$ cat src/rtl/pdm_pkg.sv
// Shared constants and helpers for the PDM speaker/microphone blocks.
// Holds integrator sizing, the modulator feedback magnitude and LFSR dither constants.
package pdm_pkg;

    localparam int SAMPLE_DEPTH_DEF = 16;
    localparam int GUARD_BITS_DEF   = 4;

    // Galois LFSR for taps 16,14,13,11, shifting right.
    localparam logic [15:0] LFSR_SEED = 16'hACE1;
    localparam logic [15:0] LFSR_TAPS = 16'hB400;

    function automatic int integ_width(input int sample_depth, input int guard_bits);
        return sample_depth + guard_bits;
    endfunction

    // Modulator feedback magnitude F = 2^(SAMPLE_DEPTH-1).
    function automatic longint fb_mag(input int sample_depth);
        return longint'(1) <<< (sample_depth - 1);
    endfunction

    function automatic logic [15:0] lfsr_step(input logic [15:0] s);
        return s[0] ? ((s >> 1) ^ LFSR_TAPS) : (s >> 1);
    endfunction

endpackage

$ cat src/rtl/pdm_speaker_if.sv
// Sample stream handshake between an audio source (master) and the PDM speaker (slave).
interface pdm_speaker_if
    import pdm_pkg::*;
#(
    parameter int SAMPLE_DEPTH = SAMPLE_DEPTH_DEF
);

    logic signed [SAMPLE_DEPTH-1:0] audio_in;
    logic                           audio_valid;
    logic                           audio_ready;

    modport master (output audio_in, output audio_valid, input audio_ready);
    modport slave  (input audio_in, input audio_valid, output audio_ready);

endinterface

$ cat src/rtl/pdm_clk_gen.sv
// PDM bit clock divider: pdm_clk = clk/CLK_DIV at 50% duty, bit_stb marks each falling edge.
// Shared with the microphone front end, which runs the same bit clock.
module pdm_clk_gen
    import pdm_pkg::*;
#(
    parameter int CLK_DIV = 4
) (
    input  logic clk,
    input  logic rst,
    output logic pdm_clk,
    output logic bit_stb
);

    localparam int            CW   = $clog2(CLK_DIV);
    localparam logic [CW-1:0] LAST = CW'(CLK_DIV - 1);
    localparam logic [CW-1:0] HALF = CW'(CLK_DIV / 2);

    logic [CW-1:0] div_cnt;
    logic [CW-1:0] div_nxt;

    always_comb begin
        div_nxt = (div_cnt == LAST) ? '0 : div_cnt + CW'(1);
    end

    // NOTE: clocked state uses non-blocking assignments so every register samples pre-edge values.
    always_ff @(posedge clk or posedge rst) begin
        if (rst) begin
            div_cnt <= '0;
            pdm_clk <= 1'b0;
        end else begin
            div_cnt <= div_nxt;
            pdm_clk <= (div_nxt >= HALF);
        end
    end

    // High in the cycle whose closing edge wraps the divider, so consumers update as pdm_clk falls.
    assign bit_stb = (div_cnt == LAST);

endmodule

$ cat src/rtl/pdm_speaker.sv
// PCM-to-PDM transmitter: one-entry sample buffer feeding a saturating second-order sigma-delta.
// Optional LFSR dither on the modulator input is enabled by defining PDM_SPEAKER_DITHER_EN.
module pdm_speaker
    import pdm_pkg::*;
#(
    parameter int SAMPLE_DEPTH = SAMPLE_DEPTH_DEF,
    parameter int CLK_DIV      = 4,
    parameter int OVERSAMPLE   = 64,
    parameter int GUARD_BITS   = GUARD_BITS_DEF
) (
    input  logic          clk,
    input  logic          rst,
    pdm_speaker_if.slave  audio,
    output logic          pdm_clk,
    output logic          pdm_out,
    output logic          underrun
);

    localparam int W  = integ_width(SAMPLE_DEPTH, GUARD_BITS);
    localparam int EW = W + 2;
    localparam int BW = $clog2(OVERSAMPLE);

    localparam logic signed [EW-1:0] FB    = EW'(fb_mag(SAMPLE_DEPTH));
    localparam logic signed [EW-1:0] I_MAX = EW'((longint'(1) <<< (W - 1)) - 1);
    localparam logic signed [EW-1:0] I_MIN = EW'(-(longint'(1) <<< (W - 1)));
    localparam logic [BW-1:0]        LAST_BIT = BW'(OVERSAMPLE - 1);

    logic                           bit_stb;
    logic                           boundary;
    logic                           xfer;
    logic                           pending_full;
    logic                           pending_full_nxt;
    logic [BW-1:0]                  bit_cnt;
    logic signed [SAMPLE_DEPTH-1:0] current;
    logic signed [SAMPLE_DEPTH-1:0] pending;
    logic signed [W-1:0]            i1;
    logic signed [W-1:0]            i2;
    logic signed [W-1:0]            i1_nxt;
    logic signed [W-1:0]            i2_nxt;
    logic signed [EW-1:0]           fb;
    logic signed [EW-1:0]           mod_in;

    function automatic logic signed [W-1:0] sat(input logic signed [EW-1:0] v);
        if (v > I_MAX) return I_MAX[W-1:0];
        if (v < I_MIN) return I_MIN[W-1:0];
        return v[W-1:0];
    endfunction

    pdm_clk_gen #(.CLK_DIV(CLK_DIV)) u_clk_gen (
        .clk     (clk),
        .rst     (rst),
        .pdm_clk (pdm_clk),
        .bit_stb (bit_stb)
    );

    assign boundary         = bit_stb && (bit_cnt == LAST_BIT);
    assign xfer             = audio.audio_valid && audio.audio_ready;
    assign pending_full_nxt = xfer || (pending_full && !boundary);
    // An empty buffer at a boundary flags underrun even if a sample is arriving that same cycle.
    assign underrun         = boundary && !pending_full;

    always_ff @(posedge clk or posedge rst) begin
        if (rst) begin
            bit_cnt           <= '0;
            current           <= '0;
            pending           <= '0;
            pending_full      <= 1'b0;
            audio.audio_ready <= 1'b0;
        end else begin
            if (bit_stb) begin
                bit_cnt <= bit_cnt + BW'(1);
            end
            if (boundary && pending_full) begin
                current <= pending;
            end
            if (xfer) begin
                pending <= audio.audio_in;
            end else if (boundary && pending_full) begin
                pending <= '0;
            end
            pending_full      <= pending_full_nxt;
            audio.audio_ready <= !pending_full_nxt;
        end
    end

`ifdef PDM_SPEAKER_DITHER_EN
    logic [15:0] lfsr;

    always_ff @(posedge clk or posedge rst) begin
        if (rst) begin
            lfsr <= LFSR_SEED;
        end else if (bit_stb) begin
            lfsr <= lfsr_step(lfsr);
        end
    end

    assign mod_in = EW'(current) + (lfsr[0] ? EW'(1) : EW'(-1));
`else
    assign mod_in = EW'(current);
`endif

    // NOTE: every always_comb output gets a value on every path, so no latch can be inferred.
    always_comb begin
        fb     = pdm_out ? FB : -FB;
        i1_nxt = sat(EW'(i1) + mod_in - fb);
        i2_nxt = sat(EW'(i2) + EW'(i1_nxt) - fb);
    end

    always_ff @(posedge clk or posedge rst) begin
        if (rst) begin
            i1      <= '0;
            i2      <= '0;
            pdm_out <= 1'b0;
        end else if (bit_stb) begin
            i1      <= i1_nxt;
            i2      <= i2_nxt;
            pdm_out <= !i2_nxt[W-1];
        end
    end

endmodule

$ cat src/flat_wrapper.sv
// flat-port wrapper written by rule: the top's interface ports become plain ports
module pdm_speaker_flat import pdm_pkg::*;
#(
    parameter int SAMPLE_DEPTH = SAMPLE_DEPTH_DEF,
    parameter int CLK_DIV      = 4,
    parameter int OVERSAMPLE   = 64,
    parameter int GUARD_BITS   = GUARD_BITS_DEF
)
  (clk, rst, pdm_clk, pdm_out, underrun, audio_audio_in, audio_audio_valid, audio_audio_ready);
  pdm_speaker_if #(.SAMPLE_DEPTH(SAMPLE_DEPTH)) audio_i ();
  input  logic clk;
  input  logic rst;
  output logic pdm_clk;
  output logic pdm_out;
  output logic underrun;
  input wire logic [$bits(audio_i.audio_in)-1:0] audio_audio_in;
  input wire logic [$bits(audio_i.audio_valid)-1:0] audio_audio_valid;
  output wire logic [$bits(audio_i.audio_ready)-1:0] audio_audio_ready;
  assign audio_i.audio_in = audio_audio_in;
  assign audio_i.audio_valid = audio_audio_valid;
  assign audio_audio_ready = audio_i.audio_ready;
  pdm_speaker #(.SAMPLE_DEPTH(SAMPLE_DEPTH), .CLK_DIV(CLK_DIV), .OVERSAMPLE(OVERSAMPLE), .GUARD_BITS(GUARD_BITS)) u_core (.clk(clk), .rst(rst), .audio(audio_i), .pdm_clk(pdm_clk), .pdm_out(pdm_out), .underrun(underrun));
endmodule
$ cat config.mk
export PLATFORM = sky130hd
export DESIGN_NAME = pdm_speaker_flat
export DESIGN_NICKNAME = d
export VERILOG_FILES = /design/src/rtl/pdm_pkg.sv /design/src/rtl/pdm_speaker_if.sv /design/src/rtl/pdm_clk_gen.sv /design/src/rtl/pdm_speaker.sv /design/src/flat_wrapper.sv
export SDC_FILE = /design/constraint.sdc
export NUM_CORES = 1
export LEC_CHECK = 0
export CAP_MARGIN = 20
export CORE_MARGIN = 5
export CORE_UTILIZATION = 60
export CTS_BUF_LIST = sky130_fd_sc_hd__clkbuf_4 sky130_fd_sc_hd__clkbuf_8
export CTS_CLUSTER_DIAMETER = 100
export DETAILED_ROUTE_END_ITERATION = 16
export GPL_TIMING_DRIVEN = 0
export PLACE_DENSITY = 0.9
export REMOVE_ABC_BUFFERS = 1
export SLEW_MARGIN = 30
export SYNTH_ARGS = -nofsm -noshare
export SYNTH_HDL_FRONTEND = slang
export SYNTH_SLANG_ARGS = --single-unit
export TNS_END_PERCENT = 50
$ cat constraint.sdc
create_clock -name clk -period 11.6 [get_ports clk]
set_clock_uncertainty 0.1 [all_clocks]
set_input_delay 1.74 -clock clk [delete_from_list [all_inputs] [get_ports clk]]
set_output_delay 1.74 -clock clk [all_outputs]
set_load 0.01 [all_outputs]
==> qor.txt <==
Cell Rows: 36
Least-Margin Pin Slew: 881.2 ps
Antenna violations before repair: 0
WS Path Type: reg2reg
Buffers inserted by post-CTS timing repair: 0
Area of the mapped netlist: 6016 µm²
Pwr per Cell Area: 77.01 nW/µm²
Total global routing track utilization: 0.2385
First-pass GRT wire length: 23340 µm
Endpoint of the lowest-slack register-to-register path: u_core.i2[16]
Post-synth EDFFs: 0
Max_cap viols: 0
Worst hold stages: 1
Antenna diode instance count: 0
Hold Vio Cnt, Final: 0
Leakage power summed over all cells: 3.255 nW
Post-synthesis sequential area ratio: 0.3453
Highest cell delay on the worst timing path: 720 ps
FFs w/ async S/R, synth: 1.000
Count of H-tree levels built during CTS: 3
Period Utilization, post-route: 0.8600
Setup slack of the worst register-to-register path: 1620 ps
Fill cell total of the finished layout: 759
Final-report setup violation count: 0
Synthesized netlist cell count: 677
Min cycle time layout: 9976 ps
Register bit total from synthesis: 83
Die height: 110.1 µm
Start point of the worst hold path: u_core.u_clk_gen.div_cnt[0]
Worst EP arrival: 10160 ps
Effective utilization at floorplan: 0.6155
Ratio of cells with drive above 1 in the final layout: 0.09182
Required @ worst endpoint: 11790 ps
Setup TNS Final: 0 ps
Primary flip-flop cell chosen by synthesis mapping: sky130_fd_sc_hd__dfrtp_1
Routed Wire Length: 13900 µm
I/O Pins: 23
Clock slew at the register clock pins of the worst setup and hold paths: 100 ps
Fmax: 100.2 MHz
Category of the worst setup path launch point: register
Count of different cell masters after synthesis: 77
Slew Limit Headroom: 0.4097
Startpoint of the most critical register-to-register path: u_core.i1[0]
PortBufs: 22
Worst-Skew Late Latency: 360 ps
Number of buffers inserted during clock tree synthesis: 9
Clock tree from TritonCTS: built
DRT antenna net count: 0
Result of the run: finished clean
Drt wl/cell: 16.75 µm
Layout overhead on the synthesized area: 9.110%
Worst-case clock buffer depth: 2
Maximum fanout along the worst path: 18
Number of global-route vias before repair: 5133
Slowest-stage cell, CP: sky130_fd_sc_hd__xnor2_2
Multi-input gate area in the final layout: 3766 µm²
Type of the most critical hold path: reg2reg
Yosys warning count: 0
R2R cell count: 35
Avg Inst Size Synth: 8.886 µm²
Max-slew violation count: 0
Post-detail-place hpwl: 10140 µm
Post-layout instance area: 6564 µm²
First drt pass iteration count: 5
Worst hold path endpoint: u_core.u_clk_gen.div_cnt[0]
Via total after detailed routing: 5276
Placeable core area: 9774 µm²
Library cell used as clock root buffer: sky130_fd_sc_hd__clkbuf_8
Vias per std cell: 6.357
Largest net degree at the start of global routing: 74
Hold-fix buffer count after cts: 0
Final Wtd Congestion: 0.9373
Worst slack on hold paths: 335.8 ps
Worst supply voltage drop on vdd: 0.00007081 V
Area taken by flip-flops and latches: 2077 µm²
Post-detailed-placement cell area: 6380 µm²
Die Footprint: 12130 µm²
Remaining global-route overflow: 0
Post-CTS Resized: 0
Critical Path End Type: register
Sink Count: 83
Overall die width: 110.1 µm
Most frequent cell on the critical path: sky130_fd_sc_hd__a21oi_1
RSZ-0062 raised after global routing: false
Final Net Count: 767
DRC violation total after the first TritonRoute iteration: 363
Drt drc: 0
per-layer routing:
metal,GRT usage,up-vias,part of all wire
li1,-,2495,-
met1,0.3230,2535,0.44
met2,0.3834,210,0.48
met3,0.03436,36,0.054
met4,0.1011,0,0.026
met5,0,-,0
metrics by stage:
stage          setup WS (ps)  total power, mW  instances    util
2_1_floorplan           3368           0.2991        655       -
4_1_cts                 1790           0.5091        830  0.6715
6_report                1624           0.5055        830  0.6715
5_1_grt                913.0           0.5223        830  0.6715
3_5_place_dp            1887           0.3083        814  0.6527
3_3_place_gp            2139           0.3065        810  0.6448
synth_stat cells (3+ instances only):
library cell | number | area [µm²]
sky130_fd_sc_hd__nand2_1 | 87 | 326.6
sky130_fd_sc_hd__dfrtp_1 | 83 | 2077
sky130_fd_sc_hd__a21oi_1 | 69 | 345.3
sky130_fd_sc_hd__nor2_1 | 58 | 217.7
sky130_fd_sc_hd__ha_1 | 52 | 650.6
sky130_fd_sc_hd__nand3_1 | 41 | 205.2
sky130_fd_sc_hd__o21ai_0 | 29 | 145.1
sky130_fd_sc_hd__xnor2_1 | 27 | 236.5
sky130_fd_sc_hd__inv_1 | 19 | 71.32
sky130_fd_sc_hd__mux2_2 | 19 | 214.0
sky130_fd_sc_hd__clkbuf_1 | 16 | 60.06
sky130_fd_sc_hd__a21o_1 | 15 | 112.6
sky130_fd_sc_hd__xor2_1 | 14 | 122.6
sky130_fd_sc_hd__nor2b_1 | 9 | 56.30
sky130_fd_sc_hd__a31oi_1 | 8 | 50.05
sky130_fd_sc_hd__and3_1 | 8 | 50.05
sky130_fd_sc_hd__nand4_1 | 8 | 50.05
sky130_fd_sc_hd__o21a_1 | 6 | 45.04
sky130_fd_sc_hd__o21bai_1 | 5 | 37.54
sky130_fd_sc_hd__or2_2 | 5 | 31.28
sky130_fd_sc_hd__or3_1 | 5 | 31.28
sky130_fd_sc_hd__a311oi_1 | 4 | 35.03
sky130_fd_sc_hd__fa_1 | 4 | 80.08
sky130_fd_sc_hd__nand2b_1 | 4 | 25.02
sky130_fd_sc_hd__nor3_1 | 4 | 20.02
sky130_fd_sc_hd__nor4_1 | 4 | 25.02
sky130_fd_sc_hd__o2111ai_1 | 4 | 35.03
sky130_fd_sc_hd__o31ai_1 | 4 | 30.03
sky130_fd_sc_hd__a211o_1 | 3 | 26.28
sky130_fd_sc_hd__and2_1 | 3 | 18.77
sky130_fd_sc_hd__o2bb2ai_1 | 3 | 26.28
registers in the layout, summed over array words and instances, names as in the netlist, 2 cells and up:
register,cells
u_core.current,16
u_core.i2,20
u_core.u_clk_gen.div_cnt,2
u_core.pending,16
u_core.bit_cnt,6
u_core.i1,20
cell type report:
cell class,instances,share of cell area
Inverter,20,0.01220
Timing Repair Buffer,26,0.04422
Multi-Input combinational cell,552,0.5738
Clock inverter,7,0.009150
Clock buffer,9,0.01887
Sequential cell,83,0.3164
Tap cell,133,0.02535
cells in the final DEF, fill, tap and decap left out, types with 3 or more instances in the layout:
cell	Yosys	routed
sky130_fd_sc_hd__o21ai_0	29	29
sky130_fd_sc_hd__nor2b_1	9	9
sky130_fd_sc_hd__o2111ai_1	4	4
sky130_fd_sc_hd__o2bb2ai_1	3	3
sky130_fd_sc_hd__o21bai_1	5	5
sky130_fd_sc_hd__nand3_1	41	41
sky130_fd_sc_hd__nand2_1	87	87
sky130_fd_sc_hd__nor4_1	4	4
sky130_fd_sc_hd__and3_1	8	8
sky130_fd_sc_hd__a21oi_1	69	69
sky130_fd_sc_hd__xor2_1	14	14
sky130_fd_sc_hd__fa_1	4	4
sky130_fd_sc_hd__nand2b_1	4	4
sky130_fd_sc_hd__nor3_1	4	4
sky130_fd_sc_hd__a311oi_1	4	4
sky130_fd_sc_hd__or3_1	5	5
sky130_fd_sc_hd__nand4_1	8	8
sky130_fd_sc_hd__o21a_1	6	6
sky130_fd_sc_hd__o31ai_1	4	4
sky130_fd_sc_hd__a211o_1	3	3
sky130_fd_sc_hd__clkbuf_8	0	9
sky130_fd_sc_hd__a31oi_1	8	8
sky130_fd_sc_hd__and2_1	3	3
sky130_fd_sc_hd__dfrtp_1	83	83
sky130_fd_sc_hd__inv_6	0	3
sky130_fd_sc_hd__inv_1	19	18
sky130_fd_sc_hd__ha_1	52	51
sky130_fd_sc_hd__xnor2_1	27	27
sky130_fd_sc_hd__or2_2	5	5
sky130_fd_sc_hd__a21o_1	15	15
sky130_fd_sc_hd__mux2_2	19	19
sky130_fd_sc_hd__nor2_1	58	58
sky130_fd_sc_hd__clkdlybuf4s50_1	0	22
where the power goes:
part	switching [mW]	internal, mW	total (mW)
Clock	0.121	0.0820	0.204
Combinational	0.00654	0.00638	0.0129
Sequential	0	0.289	0.289
Total	0.128	0.377	0.506
kinds of logic after synthesis:
| kind of cell | synth area share |
|---|---|
| AO/OA/AOI/OAI | 0.2082 |
| XOR/XNOR | 0.06240 |
| adder cells (fa/ha/maj) | 0.1231 |
| buffers and inverters | 0.02912 |
| flip-flops | 0.3453 |
| multiplexers | 0.03557 |
| AND/OR/NAND/NOR | 0.1963 |
worst max path at each step:
stage / start / slack (ps) / end
2_1_floorplan: u_core.i1[0] / 3370 / u_core.i2[19]
3_3_place_gp: u_core.i1[0] / 2140 / u_core.i2[0]
3_5_place_dp: u_core.i1[0] / 1890 / u_core.i2[1]
4_1_cts: u_core.i1[0] / 1790 / u_core.i2[16]
5_1_grt: u_core.i1[0] / 910 / u_core.i2[19]
6_report: u_core.i1[0] / 1620 / u_core.i2[16]
critical path: cells and delay by family, from the launching register on:
kind            cells  cell delay (ps)
fa+ha+maj           6             1950
xor+xnor            3             1020
simple gates        7             1430
compound gates     19             4960
flops               1              410
(Power assumes the default switching activity.)
